`src/rtl/clock_pkg.sv`:
```
// Shared types and constants for the time-of-day counter chain sequencer.
package clock_pkg;

    localparam int unsigned NUM_STAGES = 6;
    localparam int unsigned LOAD_W     = 4;
    localparam int unsigned FIELD_W    = 2;

    // Stage index into the enable, load and terminal-count vectors
    localparam int unsigned SEC1  = 0;
    localparam int unsigned SEC10 = 1;
    localparam int unsigned MIN1  = 2;
    localparam int unsigned MIN10 = 3;
    localparam int unsigned HR1   = 4;
    localparam int unsigned HR10  = 5;

    // Terminal count of each stage in the chain
    localparam logic [LOAD_W-1:0] TC_SEC1  = 4'd9;
    localparam logic [LOAD_W-1:0] TC_SEC10 = 4'd5;
    localparam logic [LOAD_W-1:0] TC_MIN1  = 4'd9;
    localparam logic [LOAD_W-1:0] TC_MIN10 = 4'd5;
    localparam logic [LOAD_W-1:0] TC_HR1   = 4'd9;
    localparam logic [LOAD_W-1:0] TC_HR10  = 4'd2;

    localparam logic [FIELD_W-1:0] FIELD_RUN = 2'b00;
    localparam logic [FIELD_W-1:0] FIELD_HR  = 2'b01;
    localparam logic [FIELD_W-1:0] FIELD_MIN = 2'b10;

    typedef enum logic [1:0] {
        ST_INIT,
        ST_RUN,
        ST_SET_HR,
        ST_SET_MIN
    } state_e;

    // Display blink field for a given sequencer state
    function automatic logic [FIELD_W-1:0] field_of(input state_e s);
        case (s)
            ST_SET_HR:  return FIELD_HR;
            ST_SET_MIN: return FIELD_MIN;
            default:    return FIELD_RUN;
        endcase
    endfunction

endpackage

```
`src/rtl/rise_det.sv`:
```
// Single-flop rising-edge detector; rise_c is high for the first cycle a level is seen high.
module rise_det (
    input  logic clk_i,
    input  logic nReset_i,
    input  logic level_i,
    output logic rise_c
);

    logic level_q;

    always_ff @(posedge clk_i or negedge nReset_i) begin
        if (!nReset_i) begin
            level_q <= 1'b0;
        end else begin
            level_q <= level_i;
        end
    end

    assign rise_c = level_i & ~level_q;

endmodule

```
`src/rtl/clock_seq_ctrl.sv`:
```
// Enable/load sequencer for the six-stage time-of-day counter chain:
// 1 Hz carry run, 23:59:59 rollover, power-up clear and hour/minute set mode.
module clock_seq_ctrl
    import clock_pkg::*;
#(
    parameter int unsigned HR_TENS_MAX = 2,
    parameter int unsigned HR_ONES_MAX = 3
) (
    input  logic                  clk_i,
    input  logic                  nReset_i,
    input  logic                  tick_i,
    input  logic                  mode_btn_i,
    input  logic                  inc_btn_i,
    input  logic [NUM_STAGES-1:0] tc_i,
    input  logic [3:0]            hr1_i,
    input  logic [1:0]            hr10_i,
    output logic [NUM_STAGES-1:0] en_o,
    output logic [NUM_STAGES-1:0] nLoad_o,
    output logic [LOAD_W-1:0]     loadVal_o,
    output logic [FIELD_W-1:0]    setField_o
);

    state_e                state, state_n;
    logic [NUM_STAGES-1:0] en_n;
    logic [NUM_STAGES-1:0] nload_n;
    logic [LOAD_W-1:0]     loadval_n;
    logic                  mode_rise_c;
    logic                  inc_rise_c;
    logic                  hr_at_max_c;
    logic                  min_sec_tc_c;
    logic                  unused_tc_top;

    rise_det u_mode_rise (
        .clk_i    (clk_i),
        .nReset_i (nReset_i),
        .level_i  (mode_btn_i),
        .rise_c   (mode_rise_c)
    );

    rise_det u_inc_rise (
        .clk_i    (clk_i),
        .nReset_i (nReset_i),
        .level_i  (inc_btn_i),
        .rise_c   (inc_rise_c)
    );

    // Hours-tens terminal count is never needed: nothing carries out of the chain
    assign unused_tc_top = tc_i[HR10];

    assign hr_at_max_c  = (hr10_i == 2'(HR_TENS_MAX)) && (hr1_i == 4'(HR_ONES_MAX));
    assign min_sec_tc_c = &tc_i[MIN10:SEC1];

    // Next state and next-cycle output pulses
    always_comb begin
        state_n   = state;
        en_n      = '0;
        nload_n   = '1;
        loadval_n = '0;

        case (state)
            ST_INIT: begin
                nload_n = '0;
                state_n = ST_RUN;
            end

            ST_RUN: begin
                if (tick_i) begin
                    en_n[SEC1]  = 1'b1;
                    en_n[SEC10] = tc_i[SEC1];
                    en_n[MIN1]  = &tc_i[SEC10:SEC1];
                    en_n[MIN10] = &tc_i[MIN1:SEC1];
                    if (hr_at_max_c && min_sec_tc_c) begin
                        nload_n[HR10:HR1] = 2'b00;
                    end else begin
                        en_n[HR1]  = min_sec_tc_c;
                        en_n[HR10] = &tc_i[HR1:SEC1];
                    end
                end
                if (mode_rise_c) begin
                    state_n = ST_SET_HR;
                end
            end

            ST_SET_HR: begin
                if (mode_rise_c) begin
                    state_n = ST_SET_MIN;
                end else if (inc_rise_c) begin
                    if (hr_at_max_c) begin
                        nload_n[HR10:HR1] = 2'b00;
                    end else if (tc_i[HR1]) begin
                        en_n[HR10:HR1] = 2'b11;
                    end else begin
                        en_n[HR1] = 1'b1;
                    end
                end
            end

            ST_SET_MIN: begin
                if (mode_rise_c) begin
                    // Leaving set mode restarts seconds from zero
                    state_n            = ST_RUN;
                    nload_n[SEC10:SEC1] = 2'b00;
                end else if (inc_rise_c) begin
                    en_n[MIN1]  = 1'b1;
                    en_n[MIN10] = tc_i[MIN1];
                end
            end

            default: begin
                state_n = ST_INIT;
            end
        endcase
    end

    // State and registered outputs
    always_ff @(posedge clk_i or negedge nReset_i) begin
        if (!nReset_i) begin
            state      <= ST_INIT;
            en_o       <= '0;
            nLoad_o    <= '1;
            loadVal_o  <= '0;
            setField_o <= FIELD_RUN;
        end else begin
            state      <= state_n;
            en_o       <= en_n;
            nLoad_o    <= nload_n;
            loadVal_o  <= loadval_n;
            setField_o <= field_of(state_n);
        end
    end

endmodule

```
`config.mk`:
```
export PLATFORM = sky130hd
export DESIGN_NAME = clock_seq_ctrl
export DESIGN_NICKNAME = d
export VERILOG_FILES = /design/src/rtl/clock_pkg.sv /design/src/rtl/rise_det.sv /design/src/rtl/clock_seq_ctrl.sv
export SDC_FILE = /design/constraint.sdc
export NUM_CORES = 1
export LEC_CHECK = 0
export ABC_AREA = 1
export CAP_MARGIN = 40
export CORE_MARGIN = 2
export CORE_UTILIZATION = 36
export DETAILED_ROUTE_END_ITERATION = 10
export PLACE_DENSITY_LB_ADDON = 0.12
export SLEW_MARGIN = 10
export SYNTH_ARGS = -nofsm -noshare
export SYNTH_HDL_FRONTEND = slang
export SYNTH_HIERARCHICAL = 1
export SYNTH_SLANG_ARGS = --single-unit
```
`constraint.sdc`:
```
create_clock -name clk_i -period 1.05 [get_ports clk_i]
set_input_delay 0.1575 -clock clk_i [delete_from_list [all_inputs] [get_ports clk_i]]
set_output_delay 0.1575 -clock clk_i [all_outputs]
set_load 0.01 [all_outputs]
```
# == After elaboration in Yosys (flattened, before gate mapping) ==
# Index checks and enable logic that the tools add are counted.
# totals
elab_cells,49
ramBits,0
mem_bits_ro,0
inputBits,17
latchBits,0
mem_count,0
output_inout_bits,18
regBits,18
# op_classes
reduce_logical,7
n_shift,0
n_mul,0
add_sub_neg,0
n_eq_ne,7
n_div,0
muxes,25
n_lt_le_gt_ge,0
n_bitwise,4
# ops
cell,n
$mux W2,17
$pmux W2 S2,4
$eq A2 B2 Y1 const B,5
$pmux W2 S4,1
$mux W6,1
$pmux W2 S3,1
$reduce_and A5 Y1,1
$eq A4 B2 Y1 const B,1
$reduce_and A4 Y1,1
$reduce_and A3 Y1,1
$and A1 B1 Y1,2
$eq A2 B1 Y1 const B,1
$logic_and A1 B1 Y1,2
$logic_not A2 Y1,1
$not A1 Y1,2
$reduce_and A2 Y1,1
$mux W1,1

# == Logic depth before layout (Yosys ltp) ==
# Gate-level depths: netlist (run 1).
# logic_depth
word_depth,6
ltp_mapped,8
mapped_depth_nobuf,8

# == Hierarchy ==
# Netlist (run 1), hierarchy kept.
# modules_own_cells
mod,seq_area_each_um2,cells_per_inst,n_inst,area_each_um2
clock_seq_ctrl,329.1,85,1,703.2
rise_det,25.0,3,2,35.0

# == Worst setup path after synthesis (run 1) ==
# Ideal clock, no wire load.
# synth_timing
path_type,reg-to-reg
from,register state[1]
to,register en_o[5]
required_time_ns,0.981
setup_ns,0.069
synth_period_minus_slack_ns,1.134
path_buffers,0
arrival_time_ns,1.065
stages_incl_launch_ff,9
path_slack_ns,-0.084
cell_sequence,dfrtp_1 > inv_1 > ha_1 > nand2_1 > inv_1 > nand2_1 > nand2_1 > nand3_2 > nor2_2
# synth_between
elab_chain_len,2
word_cells_on_any_way,3
cone_classes,eq/ne: 2; mux: 1
# synth_rtl
element,line_no,source
"start, declared",clock_seq_ctrl.sv:23,"state_e state, state_n;"
"start signal, assigned",clock_seq_ctrl.sv:124,state <= state_n;
$eq A2 B2 Y1 or $eq A2 B1 Y1 (tied branches),clock_seq_ctrl.sv:60,case (state)
$pmux W2 S2 *,clock_seq_ctrl.sv:60,
net en_n[5],clock_seq_ctrl.sv:24,logic [NUM_STAGES-1:0] en_n;
"end signal, assigned",clock_seq_ctrl.sv:125,en_o <= en_n;
"end, declared",clock_seq_ctrl.sv:17,"output logic [NUM_STAGES-1:0] en_o,"
# Mark *: on every way through the listed nets, which the timed path passes. The rest lies on a longest branch.

# == Final worst setup path (run 1) ==
# layout_timing
from,register state[0]
to,register setField_o[0]
# layout_between
elab_chain_len,4
word_cells_on_any_way,11
cone_classes,eq/ne: 5; mux: 5; reduce/logical: 1
# layout_rtl
element,line_no,source
"$eq A2 B2 Y1, or another cell as far along",clock_seq_ctrl.sv:60,
$pmux W2 S4 *,clock_seq_ctrl.sv:60,
$eq A2 B2 Y1,clock_pkg.sv:37,case (s)
$pmux W2 S2 *,clock_pkg.sv:37,
"end signal, assigned",clock_seq_ctrl.sv:128,setField_o <= field_of(state_n);
"end, declared",clock_seq_ctrl.sv:20,output logic [FIELD_W-1:0] setField_o
# Mark *: on every way between the ends. The rest lies on a longest branch, timed or not.

==> results of run 1 <==
area by class of cell:
type | instances | area [µm²]
Fill cell | 160 | 723
Tap cell | 27 | 33.8
Multi-Input combinational cell | 52 | 403
Timing Repair Buffer | 40 | 348
Clock inverter | 1 | 5.00
Inverter | 20 | 85.1
Sequential cell | 15 | 382
Clock buffer | 3 | 22.5
synth_stat cells:
master and count:
sky130_fd_sc_hd__nor2_2 4, sky130_fd_sc_hd__nand2_1 19, sky130_fd_sc_hd__dfrtp_1 12, sky130_fd_sc_hd__nor3_1 1, sky130_fd_sc_hd__a21boi_1 1, sky130_fd_sc_hd__nand3_2 1, sky130_fd_sc_hd__ha_1 6, sky130_fd_sc_hd__nor2_1 9
sky130_fd_sc_hd__dfstp_2 3, sky130_fd_sc_hd__conb_1 1, sky130_fd_sc_hd__nand3_1 4, sky130_fd_sc_hd__buf_4 7, sky130_fd_sc_hd__o21ai_0 1, sky130_fd_sc_hd__a21oi_1 2, sky130_fd_sc_hd__inv_1 20
power breakdown:
group          switching (µW)  internal, µW  total (µW)  leakage (µW)
sequential                156           779         935      0.000186
clock                     202           142         344     0.0000177
combinational             771           826        1600      0.000442
total                    1130          1750        2880      0.000645
what timing repair did:
| item | CTS | global route |
|---|---|---|
| endpoints found under the setup margin | 23 | 24 |
| pin swaps | 5 | 2 |
| resized for setup | 69 | 19 |
| setup buffers | 6 | 1 |
how the worst min path moves through the flow:
stage                     slack (ps)  depth (start not counted)                            to      from
after global placement           490                          2             en_o[3]$_DFF_PN0_  nReset_i
after global routing             190                          2       setField_o[0]$_DFF_PN0_  nReset_i
after CTS                        180                          2  u_inc_rise/level_q$_DFF_PN0_  nReset_i
after floorplan                 -140                          0             en_o[0]$_DFF_PN0_  nReset_i
final                            170                          2       setField_o[0]$_DFF_PN0_  nReset_i
after detailed placement         500                          2             en_o[2]$_DFF_PN0_  nReset_i
metal layers:
layer | global-route usage, % | vias up
met3 | 1.19 | 5
met4 | 6.76 | 0
met1 | 18.1 | 292
met2 | 30.5 | 24
li1 | - | 336
met5 | 0 | -
state kept, by name, summed over array words and instances (netlist names):
name / count
state: 2
u_inc_rise/level_q: 1
setField_o: 2
en_o: 6
nLoad_o: 3
u_mode_rise/level_q: 1
metrics by stage:
| stage | hold slack (ps) | cell area, µm² | instances | TNS [ps] | power [µW] |
|---|---|---|---|---|---|
| 3_3_place_gp | 491 | 1110 | 147 | -2930 | 1920 |
| 5_1_grt | 191 | 1280 | 158 | -1730 | 3060 |
| 4_1_cts | 178 | 1260 | 157 | -827 | 2680 |
| 2_1_floorplan | -138 | 807 | 94 | -21.1 | 1480 |
| 6_report | 169 | 1280 | 158 | -1130 | 2880 |
| 3_5_place_dp | 497 | 1110 | 147 | -3130 | 1940 |
cells by family after synthesis:
kind of cell | Yosys count | share of synthesized area (%)
fa+ha+maj | 6 | 9.71
other cells | 1 | 0.485
buf+inv | 27 | 16.5
simple gates | 38 | 21.4
compound gates | 4 | 2.91
flops | 15 | 49.0
==> results.yml, run 1 <==
floorplanning:
  die_height_um: 50.3
  floorplan.core_area_um2: 2000
  ioPinCount: 35
  die-area_um2: 2530
  die_w_um: 50.3
  effective_utilization_at_floorplan_pct: 38.6
  row_count: 16
routing:
  drc: 0
  drt-total-wl_um: 1770
  met1Wirelength_um: 716
  post_drt_via_cell_ratio: 4.16
  route.top_layer_used: "met4"
  routed_wl_met2_um: 941
  wl_per_cell_um: 11.2
  detailroute.wirelength.met3_um: 84
  detail-route-antenna-nets: 0
  detailed_route_iter0_violations: 4
  route.vias.total: 657
  drt_pass1_iterations: 2
clock_tree:
  cts_root_buf: "sky130_fd_sc_hd__clkbuf_4"
  clock_latency_ps: 290
  worst_setup_hold_path_clk_slew_ps: 100
  cts_max_path_buffers: 2
  tritoncts: "done"
  cts_max_level: 1
  cts_hold_buffers: 0
  total_clock_sinks: 15
  tritoncts.num_buffers: 3
sta:
  post-route-worst-setup-slack_ps: -141
  finalCriticalPeriod_ps: 1190
  fmax_mhz: 840
  fin_crit_sh_pct: 113
  timing.final.max_slew_violations: 0
  finalHoldViolCount: 0
  rsz0062_at_grt: "yes"
  timing.final.setup_violations: 15
  finalClockSkew_ps: 11.3
critical_path:
  critical-path-max-stage-delay_ps: 500
  required_ps: 1280
  path_buf_inv: 1
  worstPathCellList: "inv_4 > ha_4 > nor2_4 > nand2_2 > nand3_4 > nor2_2"
  reg2regPathDepth: 6
  critPathCaptureType: "flop"
  worst_path_depth: 6
  worst_r2r_startpoint: "state[0]$_DFF_PN0_"
  setup.reg_to_reg.worst_slack_ps: -140
  worstReg2RegEnd: "setField_o[0]$_DFF_PN0_"
  timing.critical_path.arrival_ps: 1420
  crit_path_max_fanout: 4
  cp_top_family: "flip-flops"
  cp-endpoint: "setField_o[0]$_DFF_PN0_"
  worst_setup_path_startpoint: "state[0]$_DFF_PN0_"
  setup.worst_path.start_class: "flop"
  crit_type: "reg2reg"
  worst_path_max_delay_cell: "sky130_fd_sc_hd__dfrtp_2"
final_layout:
  layout_commonest_cell: "sky130_fd_sc_hd__inv_1"
  antenna_cells: 0
  area_growth_pct: 65.4
  drive_above_1_share_pct: 45.8
  layout.core_utilization_pct: 63.9
  layout_common_cells: "sky130_fd_sc_hd__inv_1 (16), sky130_fd_sc_hd__nand2_1 (15), sky130_fd_sc_hd__clkdlybuf4s50_1 (15)"
  finish.net_count: 155
run_status:
  outcome: "finished, violations left"
  failed_checks: "negative setup slack"
job:
  drv_cap: 0
synthesis:
  synth.lib_cells_used.distinct: 15
  netlist.area_leader.share_pct: 38.8
  mapped_cell_area_um2: 773
  postSynthAreaPerCell_um2: 8.50
  synthTopCellsByArea: "sky130_fd_sc_hd__dfrtp_1 (39%), sky130_fd_sc_hd__dfstp_2 (10%), sky130_fd_sc_hd__ha_1 (9.7%)"
  ys_seq_elements: 15
  synth_area_leader_cell: "sky130_fd_sc_hd__dfrtp_1"
  seq_area_frac_synth_pct: 49.0
  synth-warning-count: 6
  netlist_instances: 91
global_route:
  overflow: 0
  maximum_number_of_pins_on_one_net_before_global_route_repair: 16
  gr-usage-all-layers_pct: 16.0
  grt_pass1_wl_um: 3040
  grt_pass1_vias: 685
  antenna_found_initial: 0
placed_design:
  dp.final_hpwl_um: 1100
  buffer_ports.inserted: 29
  finalWeightedCongestion: 0.683
  dpl_worst_slack_ps: -305
power:
  leakage_uw: 0.000645
  max_rail_drop_vdd_mv: 1.25
  power_per_cell_area_nw_per_um2: 2250
worst_hold_path:
  class_of_the_worst_hold_path: "in2async"
(Power assumes the default switching activity.)
==> run 2, diff against run 1 <==
--- a/config.mk
+++ b/config.mk
@@ -8,7 +8,7 @@
 export ABC_AREA = 1
 export CAP_MARGIN = 40
 export CORE_MARGIN = 2
-export CORE_UTILIZATION = 36
+export CORE_UTILIZATION = 43
 export DETAILED_ROUTE_END_ITERATION = 10
 export PLACE_DENSITY_LB_ADDON = 0.12
 export SLEW_MARGIN = 10
==> constraint.sdc (replaced) <==
create_clock -name clk_i -period 1.5 [get_ports clk_i]
set_input_delay 0.225 -clock clk_i [delete_from_list [all_inputs] [get_ports clk_i]]
set_output_delay 0.225 -clock clk_i [all_outputs]
set_load 0.01 [all_outputs]
==> run 2 against run 1 <==
  * The flow now finishes without violations
  * Critical path depth down 5
  * Register-to-register slack better by 350 ps
  * Cell area down 16%
  * Worst setup slack better by 280 ps
  * Highest routed layer unchanged
  * Wire length down 28%
  * Global-route usage down 2.0 points
  * Count of clock-buffer cells in the layout up 1
  * Total power down 51%
  * Hold slack better by 84 ps
==> results.yml, run 2 (synthesized netlist as in run 1, its figures left out) <==
run_status:
  outcome: "finished clean"
clock_tree:
  cts_hold_buffers: 0
  tritoncts.num_buffers: 3
  cts_root_buf: "sky130_fd_sc_hd__clkbuf_4"
  cts_max_path_buffers: 2
  clock_latency_ps: 270
  tritoncts: "done"
  worst_setup_hold_path_clk_slew_ps: 80
  cts_max_level: 1
  cts.repair.resized: 6
  post_cts_buffers: 0
  total_clock_sinks: 15
sta:
  finalHoldWorstSlack_ps: 253
  fmax_mhz: 733
  finalClockSkew_ps: 2.13
  timing.setup.tns_ps: 0
  fin_crit_sh_pct: 90.9
  rsz0062_at_grt: "no"
  timing.final.max_slew_violations: 0
  timing.final.setup_violations: 0
  finalHoldViolCount: 0
  finalCriticalPeriod_ps: 1360
job:
  drv_cap: 0
global_route:
  grt_util_met3_pct: 3.53
  grt_pass1_wl_um: 2020
  gr-usage-all-layers_pct: 14.1
  global_route.peak_usage_layer: "met2"
  antenna_found_initial: 0
  use_met2_pct: 21.4
  grt_use_met1_pct: 17.0
  maximum_number_of_pins_on_one_net_before_global_route_repair: 16
  grt_pass1_vias: 500
  overflow: 0
critical_path:
  worstPathCellList: "clkdlybuf4s50_1"
  worst_r2r_startpoint: "state[1]$_DFF_PN0_"
  setup.worst_path.start_class: "flop"
  worst_setup_path_startpoint: "en_o[1]$_DFF_PN0_"
  worst_path_depth: 1
  critical-path-max-stage-delay_ps: 530
  worst_path_max_delay_cell: "sky130_fd_sc_hd__clkdlybuf4s50_1"
  crit_path_max_fanout: 1
  crit_type: "reg2out"
  path_buf_inv: 1
  required_ps: 1270
  timing.critical_path.arrival_ps: 1140
  critPathCaptureType: "output pin"
  worstReg2RegEnd: "en_o[5]$_DFF_PN0_"
  setup.reg_to_reg.worst_slack_ps: 210
  cp-endpoint: "en_o[1]"
  reg2regPathDepth: 8
  cp_top_family: "buffers and inverters"
final_layout:
  fill_cells: 149
  top_register: "en_o"
  drive_above_1_share_pct: 9.92
  layout_common_cells: "sky130_fd_sc_hd__clkdlybuf4s50_1 (23), sky130_fd_sc_hd__inv_1 (20), sky130_fd_sc_hd__nand2_1 (19)"
  finish.net_count: 145
  layout_commonest_cell: "sky130_fd_sc_hd__clkdlybuf4s50_1"
  area_growth_pct: 39.6
  antenna_cells: 0
  reg.largest.list: "en_o (6), nLoad_o (3)"
  largest_reg_flops: 6
worst_hold_path:
  class_of_the_worst_hold_path: "in2async"
power:
  total_power_uw: 1420
  power_per_cell_area_nw_per_um2: 1310
  internal_power_uw: 924
  power.switching_fraction_pct: 34.9
  leakage_uw: 0.000564
  netSwitchingPower_uw: 495
  max_rail_drop_vdd_mv: 0.621
  share_comb_of_total_power_pct: 42.4
  seqPwrFrac_pct: 41.8
  clock_power_share_pct: 15.7
routing:
  route.vias.total: 609
  post_drt_via_cell_ratio: 4.17
  detailed_route_iter0_violations: 11
  drc: 0
  drt_pass1_iterations: 4
  drt-total-wl_um: 1270
  detail-route-antenna-nets: 0
  wl_per_cell_um: 8.69
floorplanning:
  die-area_um2: 2150
  effective_utilization_at_floorplan_pct: 45.3
  row_count: 15
  die_w_um: 46.4
  floorplan.core_area_um2: 1710
  ioPinCount: 35
  die_height_um: 46.4
placed_design:
  finalWeightedCongestion: 0.783
  buffer_ports.inserted: 29
-- run 2: cell types whose count changed in the layout (fill, tap and decap cells not counted), moves of 5 or more --
cell / before / now
sky130_fd_sc_hd__buf_4: 9 / 1
sky130_fd_sc_hd__buf_6: 8 / 0
sky130_fd_sc_hd__clkbuf_2: 6 / 0
sky130_fd_sc_hd__clkdlybuf4s50_1: 15 / 23
sky130_fd_sc_hd__dlygate4sd2_1: 0 / 6
sky130_fd_sc_hd__nor2_1: 4 / 9
-- run 2: worst min path at each step --
stage	to	cells after the start	start	slack [ps]
6_report	en_o[2]$_DFF_PN0_	2	nReset_i	250
2_1_floorplan	en_o[0]$_DFF_PN0_	0	nReset_i	-70
3_5_place_dp	en_o[2]$_DFF_PN0_	2	nReset_i	560
3_3_place_gp	en_o[2]$_DFF_PN0_	2	nReset_i	560
5_1_grt	en_o[2]$_DFF_PN0_	2	nReset_i	270
4_1_cts	state[0]$_DFF_PN0_	2	nReset_i	260
-- run 2: metrics by stage --
| stage | instances | setup WS, ps | utilization (%) | instance area, µm² |
|---|---|---|---|---|
| floorplan | 94 | 366 | - | 785 |
| global placement | 142 | 99.8 | 62.1 | 1060 |
| detailed placement | 142 | 75.7 | 62.1 | 1060 |
| CTS | 146 | 123 | 63.2 | 1080 |
| global route | 146 | 43.6 | 63.2 | 1080 |
| finish | 146 | 137 | 63.2 | 1080 |
-- run 2: cell type report --
type	count	area [µm²]	area share [%]
Clock buffer	4	26.3	2.43
Inverter	20	75.1	6.95
Multi-Input combinational cell	52	278	25.7
Sequential cell	15	379	35.1
Tap cell	25	31.3	2.90
Timing Repair Buffer	30	290	26.9
-- run 2: layer usage --
layer	wire, µm	share of wire [%]	up-vias
met4	27	2.1	0
li1	-	-	314
met2	587	46	24
met3	86	6.8	2
met5	0	0	-
met1	568	45	269
-- run 2: power groups by stage --
stage	clock network [µW]	logic, µW	registers [µW]
5_1_grt	251	690	609
3_3_place_gp	0	647	601
3_5_place_dp	0	662	608
4_1_cts	233	610	596
6_report	223	602	594
2_1_floorplan	0	339	644
==> run 3, diff against run 2 <==
--- a/config.mk
+++ b/config.mk
@@ -5,10 +5,9 @@
 export SDC_FILE = /design/constraint.sdc
 export NUM_CORES = 1
 export LEC_CHECK = 0
-export ABC_AREA = 1
 export CAP_MARGIN = 40
 export CORE_MARGIN = 2
-export CORE_UTILIZATION = 43
+export CORE_UTILIZATION = 42
 export DETAILED_ROUTE_END_ITERATION = 10
 export PLACE_DENSITY_LB_ADDON = 0.12
 export SLEW_MARGIN = 10
==> run 3 against run 2 <==
  * Cell area increased by 3.5%
  * Critical path depth increased by 3
  * Die area decreased by 1.5%
  * Sequential cell count unchanged
  * Clock power decreased by 3%
  * Register-to-register slack got worse by 180 ps
  * Clock skew about the same
  * Synthesized area decreased by 3.9%
  * Worst setup slack got worse by 110 ps
  * Critical path type is now in2reg
==> results.yml, run 3 <==
global_route:
  grt_pass1_wl_um: 2100
  overflow: 0
  gr-usage-all-layers_pct: 13.7
  maximum_number_of_pins_on_one_net_before_global_route_repair: 16
  grt_pass1_vias: 475
  antenna_found_initial: 0
critical_path:
  crit_path_max_fanout: 3
  crit_type: "in2reg"
  setup.worst_path.start_class: "input pin"
  critPathCaptureType: "flop"
  worst_r2r_startpoint: "u_inc_rise/level_q$_DFF_PN0_"
  worst_setup_path_startpoint: "hr10_i[1]"
  timing.critical_path.arrival_ps: 1670
  required_ps: 1700
clock_tree:
  post_cts_buffers: 0
  cts_root_buf: "sky130_fd_sc_hd__clkbuf_4"
  cts_max_path_buffers: 2
  total_clock_sinks: 15
  clock_latency_ps: 270
  cts_max_level: 1
  tritoncts.num_buffers: 3
  cts_hold_buffers: 0
  worst_setup_hold_path_clk_slew_ps: 80
  tritoncts: "done"
routing:
  drt-total-wl_um: 1280
  wl_per_cell_um: 11.0
  detailed_route_iter0_violations: 2
  detail-route-antenna-nets: 0
  route.vias.total: 541
  routed_wl_met2_um: 607
  post_drt_via_cell_ratio: 4.66
  detailroute.wirelength.met3_um: 77
  drt_pass1_iterations: 2
  drc: 0
  route.top_layer_used: "met4"
  met1Wirelength_um: 573
sta:
  finalHoldViolCount: 0
  fin_crit_sh_pct: 98.2
  fmax_mhz: 679
  finalCriticalPeriod_ps: 1470
  finalClockSkew_ps: 1.67
  timing.final.setup_violations: 0
  finalHoldWorstSlack_ps: 206
  timing.final.max_slew_violations: 0
  rsz0062_at_grt: "yes"
floorplanning:
  floorplan.core_area_um2: 1690
  die_w_um: 46.1
  ioPinCount: 35
  effective_utilization_at_floorplan_pct: 44.0
  die_height_um: 46.1
  row_count: 15
  die-area_um2: 2120
job:
  drv_cap: 0
power:
  power_per_cell_area_nw_per_um2: 1320
  leakage_uw: 0.000553
  max_rail_drop_vdd_mv: 0.852
placed_design:
  dp.final_hpwl_um: 1060
  buffer_ports.inserted: 29
  finalWeightedCongestion: 0.791
synthesis:
  yosysMostFrequentCell: "sky130_fd_sc_hd__dfrtp_1"
  synth-warning-count: 6
  synth_area_leader_cell: "sky130_fd_sc_hd__dfrtp_1"
  synth.lib_cells_used.distinct: 26
  postSynthAreaPerCell_um2: 12.4
  netlist.area_leader.share_pct: 40.4
  synthTopCellsByArea: "sky130_fd_sc_hd__dfrtp_1 (40%), sky130_fd_sc_hd__dfstp_2 (11%), sky130_fd_sc_hd__ha_1 (10%)"
  postSynth.asyncResetShare_pct: 100
  number_of_enable_type_register_cells_in_the_synthesized_netlist: 0
  ys_dominant_reg_cell: "sky130_fd_sc_hd__dfrtp_1"
  mapped_cell_area_um2: 743
  netlist_instances: 60
  seq_area_frac_synth_pct: 51.0
  ys_seq_elements: 15
  synth.top_cells.by_count: "sky130_fd_sc_hd__dfrtp_1 (12), sky130_fd_sc_hd__buf_4 (7), sky130_fd_sc_hd__inv_1 (7), sky130_fd_sc_hd__ha_1 (6)"
final_layout:
  multiInputGateArea_um2: 304
  finish.net_count: 123
  reg.largest.list: "en_o (6), nLoad_o (3)"
  top_register: "en_o"
  antenna_cells: 0
  largest_reg_flops: 6
  drive_above_1_share_pct: 22.2
  layout_commonest_cell: "sky130_fd_sc_hd__clkdlybuf4s50_1"
  layout_common_cells: "sky130_fd_sc_hd__clkdlybuf4s50_1 (21), sky130_fd_sc_hd__dfrtp_1 (11), sky130_fd_sc_hd__buf_4 (10)"
  area_growth_pct: 50.3
  storage_cell_area_um2: 380
  layout.core_utilization_pct: 66.1
  fill_cells: 135
worst_hold_path:
  min_from: "inc_btn_i"
  class_of_the_worst_hold_path: "in2reg"
run_status:
  outcome: "finished clean"
-- run 3: changes by cell type in the layout (fill, tap and decap cells not counted), moves of 3 or more --
cell	change
sky130_fd_sc_hd__inv_1	-13
sky130_fd_sc_hd__nor2b_4	+3
sky130_fd_sc_hd__nand2_1	-17
sky130_fd_sc_hd__nand3_1	-4
sky130_fd_sc_hd__nor2_2	-4
sky130_fd_sc_hd__nor2_1	-8
sky130_fd_sc_hd__buf_4	+9
-- run 3: worst paths after layout --
check                                               endpoint  slack (ps)  cells past startpoint
worst max-delay path                    nLoad_o[4]$_DFF_PN1_          30                      4
worst min-delay path            u_inc_rise/level_q$_DFF_PN0_         210                      1
worst max register to register          nLoad_o[4]$_DFF_PN1_          30                      4
worst min register to register          nLoad_o[4]$_DFF_PN1_         690                      2
max in group asynchronous               nLoad_o[4]$_DFF_PN1_        1000                      2
min in group asynchronous                 state[0]$_DFF_PN0_         260                      2
-- run 3: repair_timing --
action	CTS	global route
endpoints found under the hold margin	0	0
pin swaps	1	2
endpoints found under the setup margin	7	5
gates cloned	0	0
resized for setup	9	3
-- run 3: per-layer routing --
layer,vias to the layer above,global-route usage [%]
li1,270,-
met1,247,18.2
met2,22,21.9
met3,2,1.57
met4,0,6.86
met5,-,0
-- run 3: metrics by stage --
stage               TNS (ps)  instances  power [µW]  setup WS, ps  cell area [µm²]
floorplan                  0         63         968          58.5              754
global placement        -882        112        1300          -308             1090
detailed placement     -1070        112        1320          -347             1090
CTS                        0        116        1490          2.37             1110
global route           -31.7        116        1600         -31.7             1120
finish                     0        116        1480          27.3             1120
-- run 3: where the power goes --
group | switching [µW] | total [µW] | internal (µW)
clock network | 115 | 217 | 103
registers | 63.3 | 602 | 538
logic | 298 | 659 | 361
total | 476 | 1480 | 1000
-- run 3: worst max-delay path, stage by stage --
cell                              delay, ps
sky130_fd_sc_hd__clkdlybuf4s50_1        500
sky130_fd_sc_hd__nand4b_4               120
sky130_fd_sc_hd__or4b_1                 500
sky130_fd_sc_hd__a221o_1                330
-- run 3: cell families after synthesis --
family	share of synthesized area, %
buffers and inverters	10.6
AOI/OAI and AO/OA	8.92
other	0.505
muxes	1.35
and+or+nand+nor	17.5
DFF	51.0
adders and majority gates	10.1
-- run 3: layout make-up --
cell class	instances	area share (%)
Multi-Input combinational cell	34	27.2
Timing Repair Buffer	39	32.1
Clock buffer	4	2.35
Tap cell	17	1.90
Sequential cell	15	34.0
Inverter	7	2.35
